### src/rtl/iob_wishbone_master.sv
// iob_wishbone_master
// Bridges the IOb native request bus to a Wishbone B4 classic initiator.
// One transaction is outstanding at a time. It ends on the first of three events:
// a slave ack, a slave err, or an internal timeout.
//
// Ports
//   wb_clk_i, wb_rst_i    clock and synchronous active-high reset
//   iob_avalid_i          request valid (accepted while iob_ready_o=1)
//   iob_addr_i            request byte address
//   iob_wdata_i           write data
//   iob_wstrb_i           byte strobes; nonzero = write, zero = read
//   iob_ready_o           bridge idle, request can be accepted this cycle
//   iob_rvalid_o          one-cycle pulse, iob_rdata_o valid
//   iob_rdata_o           read data, held until the next read completion
//   iob_err_o             one-cycle pulse on err or timeout termination
//   wbm_cyc_o, wbm_stb_o  Wishbone cycle/strobe (always equal)
//   wbm_we_o, wbm_sel_o   write enable and byte select
//   wbm_adr_o, wbm_dat_o  address and write data
//   wbm_dat_i             read data from slave
//   wbm_ack_i, wbm_err_i  slave termination
module iob_wishbone_master #(
  parameter int unsigned ADDR_W  = 32,
  parameter int unsigned DATA_W  = 32,
  parameter int unsigned TIMEOUT = 255
) (
  input  logic                wb_clk_i,
  input  logic                wb_rst_i,

  input  logic                iob_avalid_i,
  input  logic [ADDR_W-1:0]   iob_addr_i,
  input  logic [DATA_W-1:0]   iob_wdata_i,
  input  logic [DATA_W/8-1:0] iob_wstrb_i,
  output logic                iob_ready_o,
  output logic                iob_rvalid_o,
  output logic [DATA_W-1:0]   iob_rdata_o,
  output logic                iob_err_o,

  output logic                wbm_cyc_o,
  output logic                wbm_stb_o,
  output logic                wbm_we_o,
  output logic [DATA_W/8-1:0] wbm_sel_o,
  output logic [ADDR_W-1:0]   wbm_adr_o,
  output logic [DATA_W-1:0]   wbm_dat_o,
  input  logic [DATA_W-1:0]   wbm_dat_i,
  input  logic                wbm_ack_i,
  input  logic                wbm_err_i
);

  localparam int unsigned SelW = DATA_W / 8;
  // Counter only has to reach TIMEOUT-1; keep at least one bit when timeout is off.
  localparam int unsigned CntW = (TIMEOUT > 1) ? $clog2(TIMEOUT) : 1;

  typedef enum logic [0:0] {StIdle, StBus} state_e;

  state_e              state_q, state_d;
  logic [CntW-1:0]     cnt_q, cnt_d;
  logic                ready_q, ready_d;
  logic                rvalid_q, rvalid_d;
  logic                err_q, err_d;
  logic [DATA_W-1:0]   rdata_q, rdata_d;
  logic                cyc_q, cyc_d;
  logic                we_q, we_d;
  logic [SelW-1:0]     sel_q, sel_d;
  logic [ADDR_W-1:0]   adr_q, adr_d;
  logic [DATA_W-1:0]   dat_q, dat_d;

  logic timeout_hit;
  logic term_err;
  logic term_any;

  assign timeout_hit = (TIMEOUT != 0) && (cnt_q == CntW'(TIMEOUT - 1));
  assign term_err    = wbm_err_i | timeout_hit;
  assign term_any    = term_err | wbm_ack_i;

  // State and registered outputs.
  always_ff @(posedge wb_clk_i) begin
    if (wb_rst_i) begin
      state_q  <= StIdle;
      cnt_q    <= '0;
      ready_q  <= 1'b1;
      rvalid_q <= 1'b0;
      err_q    <= 1'b0;
      rdata_q  <= '0;
      cyc_q    <= 1'b0;
      we_q     <= 1'b0;
      sel_q    <= '0;
      adr_q    <= '0;
      dat_q    <= '0;
    end else begin
      state_q  <= state_d;
      cnt_q    <= cnt_d;
      ready_q  <= ready_d;
      rvalid_q <= rvalid_d;
      err_q    <= err_d;
      rdata_q  <= rdata_d;
      cyc_q    <= cyc_d;
      we_q     <= we_d;
      sel_q    <= sel_d;
      adr_q    <= adr_d;
      dat_q    <= dat_d;
    end
  end

  // Next state.
  always_comb begin
    state_d = state_q;
    unique case (state_q)
      StIdle: if (iob_avalid_i) state_d = StBus;
      StBus:  if (term_any)     state_d = StIdle;
      default: state_d = StIdle;
    endcase
  end

  // Next values of the registered outputs.
  always_comb begin
    cnt_d    = cnt_q;
    rvalid_d = 1'b0;
    err_d    = 1'b0;
    rdata_d  = rdata_q;
    we_d     = we_q;
    sel_d    = sel_q;
    adr_d    = adr_q;
    dat_d    = dat_q;
    ready_d  = (state_d == StIdle);
    cyc_d    = (state_d == StBus);

    unique case (state_q)
      StIdle: begin
        if (iob_avalid_i) begin
          adr_d = iob_addr_i;
          dat_d = iob_wdata_i;
          cnt_d = '0;
          if (|iob_wstrb_i) begin
            we_d  = 1'b1;
            sel_d = iob_wstrb_i;
          end else begin
            we_d  = 1'b0;
            sel_d = '1;
          end
        end
      end
      StBus: begin
        if (term_err) begin
          // Err wins over a simultaneous ack; a failed read returns zero data.
          err_d = 1'b1;
          if (!we_q) begin
            rvalid_d = 1'b1;
            rdata_d  = '0;
          end
        end else if (wbm_ack_i) begin
          if (!we_q) begin
            rvalid_d = 1'b1;
            rdata_d  = wbm_dat_i;
          end
        end else begin
          cnt_d = cnt_q + CntW'(1);
        end
      end
      default: ;
    endcase
  end

  assign iob_ready_o  = ready_q;
  assign iob_rvalid_o = rvalid_q;
  assign iob_err_o    = err_q;
  assign iob_rdata_o  = rdata_q;
  assign wbm_cyc_o    = cyc_q;
  assign wbm_stb_o    = cyc_q;
  assign wbm_we_o     = we_q;
  assign wbm_sel_o    = sel_q;
  assign wbm_adr_o    = adr_q;
  assign wbm_dat_o    = dat_q;

endmodule
### config.mk
export PLATFORM = sky130hd
export DESIGN_NAME = iob_wishbone_master
export DESIGN_NICKNAME = d
export VERILOG_FILES = /design/src/rtl/iob_wishbone_master.sv
export SDC_FILE = /design/constraint.sdc
export NUM_CORES = 1
export LEC_CHECK = 0
export BUFFER_PORTS_ARGS = -buffer_cell sky130_fd_sc_hd__buf_2
export CAP_MARGIN = 20
export CORE_MARGIN = 2
export CORE_UTILIZATION = 44
export CTS_BUF_LIST = sky130_fd_sc_hd__clkbuf_16
export CTS_CLUSTER_SIZE = 14
export DETAILED_ROUTE_END_ITERATION = 10
export GPL_TIMING_DRIVEN = 1
export PLACE_DENSITY = 0.75
export SYNTH_ARGS = -nofsm -noshare
export SYNTH_HDL_FRONTEND = slang
export SYNTH_SLANG_ARGS = --single-unit
### constraint.sdc
create_clock -name wb_clk_i -period 2.2 [get_ports wb_clk_i]
set_clock_uncertainty 0.2 [all_clocks]
set_input_delay 0.22 -clock wb_clk_i [delete_from_list [all_inputs] [get_ports wb_clk_i]]
set_output_delay 0.22 -clock wb_clk_i [all_outputs]
set_load 0.01 [all_outputs]
==> metrics.cfg, run 1 <==
[placed_design]
port-buffer-count=210
place_hpwl_um=7240
routabilityCongestion=0.787
placed_area_um2=5070
place_inst=736

[pwr]
p_per_area_nw_per_um2=824
power_mw=5.50
leakagePower_nw=3.14
max-vdd-ir-drop_v=0.000584

[worst_setup_path]
r2r-end=cnt_q[5]
critical_path_class=reg2reg
reg2regPathDepth=6
reg2reg_setup_slack_ns=0.22
critical_path.max_stage_delay_ns=0.53
cp_max_fo=17
arrival_ns=2.10
worstReg2RegStart=cnt_q[0]
crit_required_ns=2.32
crit_slowest_cell=or4_1
path_cells=inv_1 -> ha_1 -> nand3_1 -> o211ai_4 -> or4_1 -> a21oi_1
start_kind=flop
cp-startpoint=cnt_q[0]
cp-end-kind=flop

[timing]
slew_headroom_pct=64.2
hold_viol=0
fmax_ghz=0.506
fin_setup_tns_ns=0
worstMarginPinSlew_ns=0.532
rsz0062_at_grt=false
slew_viol_final=0
period_needed_ns=1.98
min_period_over_period_pct=89.8
setup_viol=0

[floorplan]
die_x_um=99.0
rows=34
core_um2=8720
die_h_um=99.0
io-pin-count=211
start_util_pct=45.5
die_area_um2=9800

[global_routing]
grt.overflow.total=0
antenna_found_initial=0
grt_pass1_wl_um=20700
grt_max_degree=71
grt_usage_pct=26.0
grt_pass1_vias=4401

[clock_tree]
cts_tree=done
cts_buffers=17
cts-root-buf=clkbuf_16
path_clk_slew_ns=0.05
cts_buffer_depth=2
post-cts-setup-buffers=0
htreeDepth=4
cts.sinks=113
clk_latency_ns=0.39

[detailed_routing]
wl_per_cell_um=15.0
dr.pass1.iters=5
drt_iter0_markers=160
routed-via-count=4415
drc=0
wl_um=13100
ant_nets=0
via_per_inst=5.08

[job]
maxCapViolCount=0

[finish]
final_area_um2=6670
drive_above_1_share_pct=34.0
antenna_cells=0
finalNonFillerCells=869
syn2layout_area_growth_pct=68.0
final_common_cell=buf_2
layout_common_cells=210 x buf_2, 132 x nand2_1, 113 x dfxtp_1
layout.nets=855
post-route-util_pct=76.5

[yosys]
synth.yosys.seq_area_share_pct=57.0
syn_area_per_cell_um2=8.98
synth_nets=549
synthesis.area_um2=3970
ys_types=35
async_reset_ff_share_pct=0
ys_warn_count=0
syn_inst=442
ys_ff_latch=113
synth_edf_count=0
synth_ff_type=dfxtp_1

[worst_hold_path]
hold_class=in2reg
holdPathEnd=iob_rvalid_o
hold-path-cell-count=4
hold_start=wbm_ack_i

[outcome]
status=finished, final reports clean

==> worst max-delay path, delay by kind of cell (launching register included) <==
family | cells | cell delay (ns)
simple gates | 2 | 0.69
flops | 1 | 0.37
fa+ha+maj | 1 | 0.23
compound gates | 2 | 0.33
buf+inv | 1 | 0.08
==> where the power goes <==
part | switching (mW) | leakage [nW] | internal, mW
clock network | 1.00 | 0.270 | 1.68
registers | 0.0517 | 0.923 | 2.14
logic | 0.310 | 1.95 | 0.321
==> sequential cells by signal, indices dropped and copies added (netlist names) <==
register	flops
wbm_adr_o	32
wbm_cyc_o	1
wbm_we_o	1
cnt_q	8
wbm_dat_o	32
wbm_sel_o	4
iob_ready_o	1
iob_rvalid_o	1
iob_rdata_o	32
iob_err_o	1
==> final cells by class <==
type,instances,area (um^2)
Fill cell,550,2050
Sequential cell,113,2260
Timing Repair Buffer,320,2140
Tap cell,108,135
Clock buffer,17,425
Clock inverter,15,159
Inverter,7,26.3
Multi-Input combinational cell,289,1520
==> per-stage QoR <==
stage,hold WS (ns),worst slack [ns]
2_1_floorplan,0.146,0.460
3_3_place_gp,0.229,0.275
6_report,0.0627,0.224
3_5_place_dp,0.235,0.147
4_1_cts,0.0329,0.116
5_1_grt,0.0739,0.0767
==> logic make-up after synthesis <==
logic type                 count (synthesis)  synth area share (%)
and+or+nand+nor                          172                  18.1
AOI/OAI and AO/OA                        114                  18.6
DFF                                      113                  57.0
buffers and inverters                     40                  5.36
adders and majority gates                  2                 0.630
muxes                                      1                 0.284
==> routing by layer <==
layer  vias to the layer above  routed length, um  GRT usage [%]
met5                         -                  0              0
li1                       2115                  -              -
met1                      2050               5050           28.9
met2                       223               6680           46.5
met4                         0                257           8.85
met3                        27               1080           8.44
==> synth_stat cells, types with 2 or more instances <==
cell type	count	area, um^2
clkbuf_1	19	71.3
a21oi_1	70	350
o31ai_1	2	15.0
o21ai_1	2	10.0
ha_1	2	25.0
nand2b_1	4	25.0
inv_1	7	26.3
buf_2	8	40.0
buf_8	3	45.0
nor3_1	4	20.0
nor2_1	13	48.8
nand3_1	6	30.0
dfxtp_1	113	2260
or4_1	3	22.5
or3_1	3	18.8
a22o_1	32	280
buf_6	2	22.5
nand2_1	132	495
==> worst max path at each step <==
stage,slack (ns),endpoint
2_1_floorplan,0.46,cnt_q[6]
5_1_grt,0.08,cnt_q[5]
3_5_place_dp,0.15,cnt_q[3]
6_report,0.22,cnt_q[5]
4_1_cts,0.12,cnt_q[5]
3_3_place_gp,0.27,cnt_q[5]
==> what timing repair did <==
item	CTS	global route
endpoints found under the hold margin	102	0
gates resized for setup	0	1
endpoints found under the setup margin	0	2
hold buffers	101	0
Note: power is estimated with default switching activity, not from simulation.
==> run 2, diff against run 1 <==
Settings changed: CORE_ASPECT_RATIO set to 1.1, CORE_MARGIN 2 to 3.
==> metrics.cfg, run 2 (synthesis results as in run 1) <==
[finish]
layout_common_cells=210 x buf_2, 132 x nand2_1, 113 x dfxtp_1
regArea_um2=2260
fillers=567
multiInputGateArea_um2=1520
layout.nets=857
final_area_um2=6720
syn2layout_area_growth_pct=69.2
final_common_cell=buf_2
drive_above_1_share_pct=33.8
antenna_cells=0
finalNonFillerCells=874

[timing]
setup_viol=0
period_needed_ns=2.07
slew_viol_final=0
rsz0062_at_grt=false
slew_headroom_pct=59.2
fin_setup_tns_ns=0
hold_viol=0
min_period_over_period_pct=93.9
worstMarginPinSlew_ns=0.610
fmax_ghz=0.484

[worst_setup_path]
reg2regPathDepth=6
path_cells=dlygate4sd3_1 -> buf_2 -> o41ai_4 -> nor2_1 -> dlygate4sd3_1 -> nor3_1
r2r-end=cnt_q[3]
cp_common_cell=dlygate4sd3_1
start_kind=primary input
arrival_ns=2.19
worstReg2RegStart=cnt_q[0]
cp_max_fo=5
crit_family=buffers and inverters
critical_path_class=in2reg
crit_slowest_cell=dlygate4sd3_1
reg2reg_setup_slack_ns=0.15
critical_path.max_stage_delay_ns=0.58
cp-end-kind=flop
crit_buf_inv=3
crit_required_ns=2.32

[worst_hold_path]
hold_class=in2reg
hold-path-cell-count=4
holdPathEnd=iob_rvalid_o
hold_start=wbm_ack_i

[detailed_routing]
dr.pass1.iters=4
wl_per_cell_um=15.9
routed-via-count=4401
drc=0
via_per_inst=5.04
ant_nets=0
drt_iter0_markers=197
wl_um=13900

[floorplan]
die_h_um=106
start_util_pct=46.3
core_um2=8580
die_area_um2=10200
die_x_um=96.6
rows=35
io-pin-count=211

[pwr]
power_mw=5.66
seqPwrFrac_pct=38.7
power.internal_mw=4.35
net-switching-power_mw=1.31
max-vdd-ir-drop_v=0.000593
p_per_area_nw_per_um2=843
p_comb_share_pct=11.3
clock_power_share_pct=50.0
power_switching_share_pct=23.2
leakagePower_nw=3.18

[placed_design]
place_hpwl_um=7860
port-buffer-count=210
placed_area_um2=5060
routabilityCongestion=0.794
place_inst=740

[clock_tree]
cts.sinks=113
post-cts-setup-buffers=0
cts-root-buf=clkbuf_16
cts_buffer_depth=2
path_clk_slew_ns=0.05
cts_buffers=17
clk_latency_ns=0.40
htreeDepth=4
cts_tree=done

[outcome]
status=finished, final reports clean

[global_routing]
grt_max_degree=56
grt_usage_pct=27.5
grt_pass1_wl_um=21800
antenna_found_initial=0
grt.overflow.total=0
grt_pass1_vias=4508

[job]
maxCapViolCount=0

[run 2: cell count changes in the layout (fill, tap and decap cells not counted), sizes merged]
cell         delta
clkinv          +3
inv             -3
bufinv          +2
clkinvlp        -2
buf             +1
dlygate4sd3     +1
[run 2: per-layer routing]
layer / vias to the layer above / share of wire, % / GRT usage (%)
li1: 2109 / - / -
met1: 2022 / 37 / 29.0
met2: 224 / 51 / 47.1
met3: 46 / 8.9 / 9.99
met4: 0 / 3.6 / 13.9
met5: - / 0 / 0
[run 2: final cells by class]
class | instances | area share [%]
Clock buffer | 17 | 6.33
Inverter | 7 | 0.391
Sequential cell | 113 | 33.7
Clock inverter | 15 | 2.89
Multi-Input combinational cell | 289 | 22.7
Timing Repair Buffer | 322 | 32.0
Tap cell | 111 | 2.07
[run 2: stage by stage]
step	hold WS (ns)	utilization (%)	worst slack [ns]
after floorplan	0.146	-	0.460
after global placement	0.231	59.0	0.272
after detailed placement	0.235	59.0	0.180
after CTS	0.0311	78.1	0.141
after global routing	0.0718	78.3	0.0338
final	0.0460	78.3	0.134
[run 2: how the worst max path moves through the flow]
stage	start	endpoint	slack, ns	cells after the start
2_1_floorplan	cnt_q[0]	cnt_q[6]	0.46	7
3_3_place_gp	cnt_q[0]	cnt_q[3]	0.27	6
3_5_place_dp	cnt_q[0]	cnt_q[3]	0.18	6
4_1_cts	cnt_q[0]	cnt_q[3]	0.14	6
5_1_grt	cnt_q[0]	cnt_q[5]	0.03	6
6_report	iob_wstrb_i[1]	wbm_sel_o[2]	0.13	6
[run 2: what timing repair did]
item / in CTS / in global routing
hold endpoints to repair: 102 / 0
setup endpoints to repair: 0 / 1
hold buffers: 102 / 0
resized for setup: 0 / 1
[run 2: worst register-to-register path, stage by stage (launching register included)]
cell	delay [ns]
dfxtp_1	0.37
inv_1	0.07
ha_1	0.22
nand3_1	0.12
o211ai_2	0.27
or4_1	0.56
a21oi_1	0.17
[run 2: power by group through the flow]
stage / logic [mW] / clock network, mW / registers [mW]
floorplan: 0.193 / 0 / 2.27
global placement: 0.462 / 0 / 2.23
detailed placement: 0.472 / 0 / 2.23
CTS: 0.615 / 2.88 / 2.19
global route: 0.694 / 2.99 / 2.20
finish: 0.637 / 2.83 / 2.19
==> run 3, diff against run 2 <==
Settings changed: BUFFER_PORTS_ARGS -buffer_cell sky130_fd_sc_hd__buf_2 to unset, CORE_UTILIZATION 44 to 60, DONT_BUFFER_PORTS set to 1, PLACE_DENSITY 0.75 to 0.72, RECOVER_POWER set to 100, SLEW_MARGIN set to 20.
==> metrics.cfg, run 3 <==
[yosys]
synth_top_family_by_area=compound AO/OA/AOI/OAI gates
yosys.area_share.adder_pct=0.630
yosysMostFrequentCell=nand2_1
async_reset_ff_share_pct=0
synth_ff_type=dfxtp_1
synth_nets=549
syn_inst=442
synth_edf_count=0
syn_area_per_cell_um2=8.98
synth_compound_area_share_pct=18.6
synth.mux.area_fraction_pct=0.284
ys_types=35
synth_common_cells=132 x nand2_1, 113 x dfxtp_1, 70 x a21oi_1
ys_ff_latch=113
yosys.area.top_type=dfxtp_1
synthesis.area_um2=3970
synth_top_area_share_pct=57.0
ys_warn_count=0
yosys.area_share.simple_pct=18.1
synth.yosys.seq_area_share_pct=57.0
synth_area_leaders=dfxtp_1 57%, nand2_1 12%, a21oi_1 8.8%
synth_xor_area_share_pct=0

[floorplan]
start_util_pct=63.0
die_h_um=91.3
die_x_um=83.6
rows=30
io-pin-count=211

[clock_tree]
post-cts-setup-buffers=0
cts_buffer_depth=2
ctsResizeCount=0
cts.sinks=113
htreeDepth=4
cts_hold_buf=106
cts_buffers=17
cts-root-buf=clkbuf_16

[placed_design]
port-buffer-count=0
place_worst_setup_slack_ns=0.189
routabilityCongestion=0.849
place_hpwl_um=6360

[outcome]
error_line=[ERROR RSZ-0060] Max buffer count reached.
haltStage=4_1_cts
status=did not finish

[run 3: cell counts after synthesis]
Identical to the previous run, type by type.
[run 3: logic make-up after synthesis]
| family | after synthesis |
|---|---|
| simple gates | 172 |
| compound gates | 114 |
| flops | 113 |
| buf+inv | 40 |
| fa+ha+maj | 2 |
| mux | 1 |
[run 3: metrics by stage]
stage / utilization, % / instance area (um^2) / hold WS (ns) / std cells
detailed placement: 63.6 / 4010 / 0.102 / 497
global placement: 63.6 / 4010 / 0.0990 / 497
floorplan: - / 3970 / 0.146 / 442
==> run 4, diff against run 3 <==
Settings changed: CORE_ASPECT_RATIO 1.1 to unset, CORE_UTILIZATION 60 to 40, CTS_BUF_LIST sky130_fd_sc_hd__clkbuf_16 to unset, CTS_CLUSTER_SIZE 14 to unset, PLACE_DENSITY 0.72 to unset, PLACE_DENSITY_LB_ADDON set to 0.15.
==> metrics.cfg, run 4 <==
[outcome]
error_line=[ERROR RSZ-0060] Max buffer count reached.
haltStage=4_1_cts
status=did not finish

[yosys]
yosys.area.top_type=dfxtp_1
synthesis.area_um2=3970
yosysMostFrequentCell=nand2_1
syn_area_per_cell_um2=8.98
synth_edf_count=0
synth_common_cells=132 x nand2_1, 113 x dfxtp_1, 70 x a21oi_1
async_reset_ff_share_pct=0
ys_ff_latch=113
syn_inst=442
synth_area_leaders=dfxtp_1 57%, nand2_1 12%, a21oi_1 8.8%
synth_ff_type=dfxtp_1
synth_nets=549
synth.yosys.seq_area_share_pct=57.0
ys_types=35
synth_top_area_share_pct=57.0
ys_warn_count=0

[placed_design]
place_hpwl_um=6820
routabilityCongestion=0.740
port-buffer-count=0
placed_area_um2=4070

[clock_tree]
htreeDepth=4
cts_buffer_depth=2
cts-root-buf=clkbuf_8
cts.sinks=113
cts_hold_buf=117
post-cts-setup-buffers=0
cts_buffers=17
ctsResizeCount=0

[floorplan]
die_h_um=106
start_util_pct=42.0
io-pin-count=211
die_x_um=106
rows=35

run 4: cell counts after synthesis:
No cell type changed its count.
run 4: through the flow:
step	setup slack, ns	util (%)	std cells	hold slack (ns)
after floorplan	0.460	-	442	0.146
after global placement	0.308	43.1	548	0.0945
after detailed placement	0.254	43.1	548	0.0975
run 4: cells by family after synthesis:
group	count (synthesis)	synth area share, %
simple gates	172	18.1
mux	1	0.284
buf+inv	40	5.36
compound gates	114	18.6
flops	113	57.0
fa+ha+maj	2	0.630
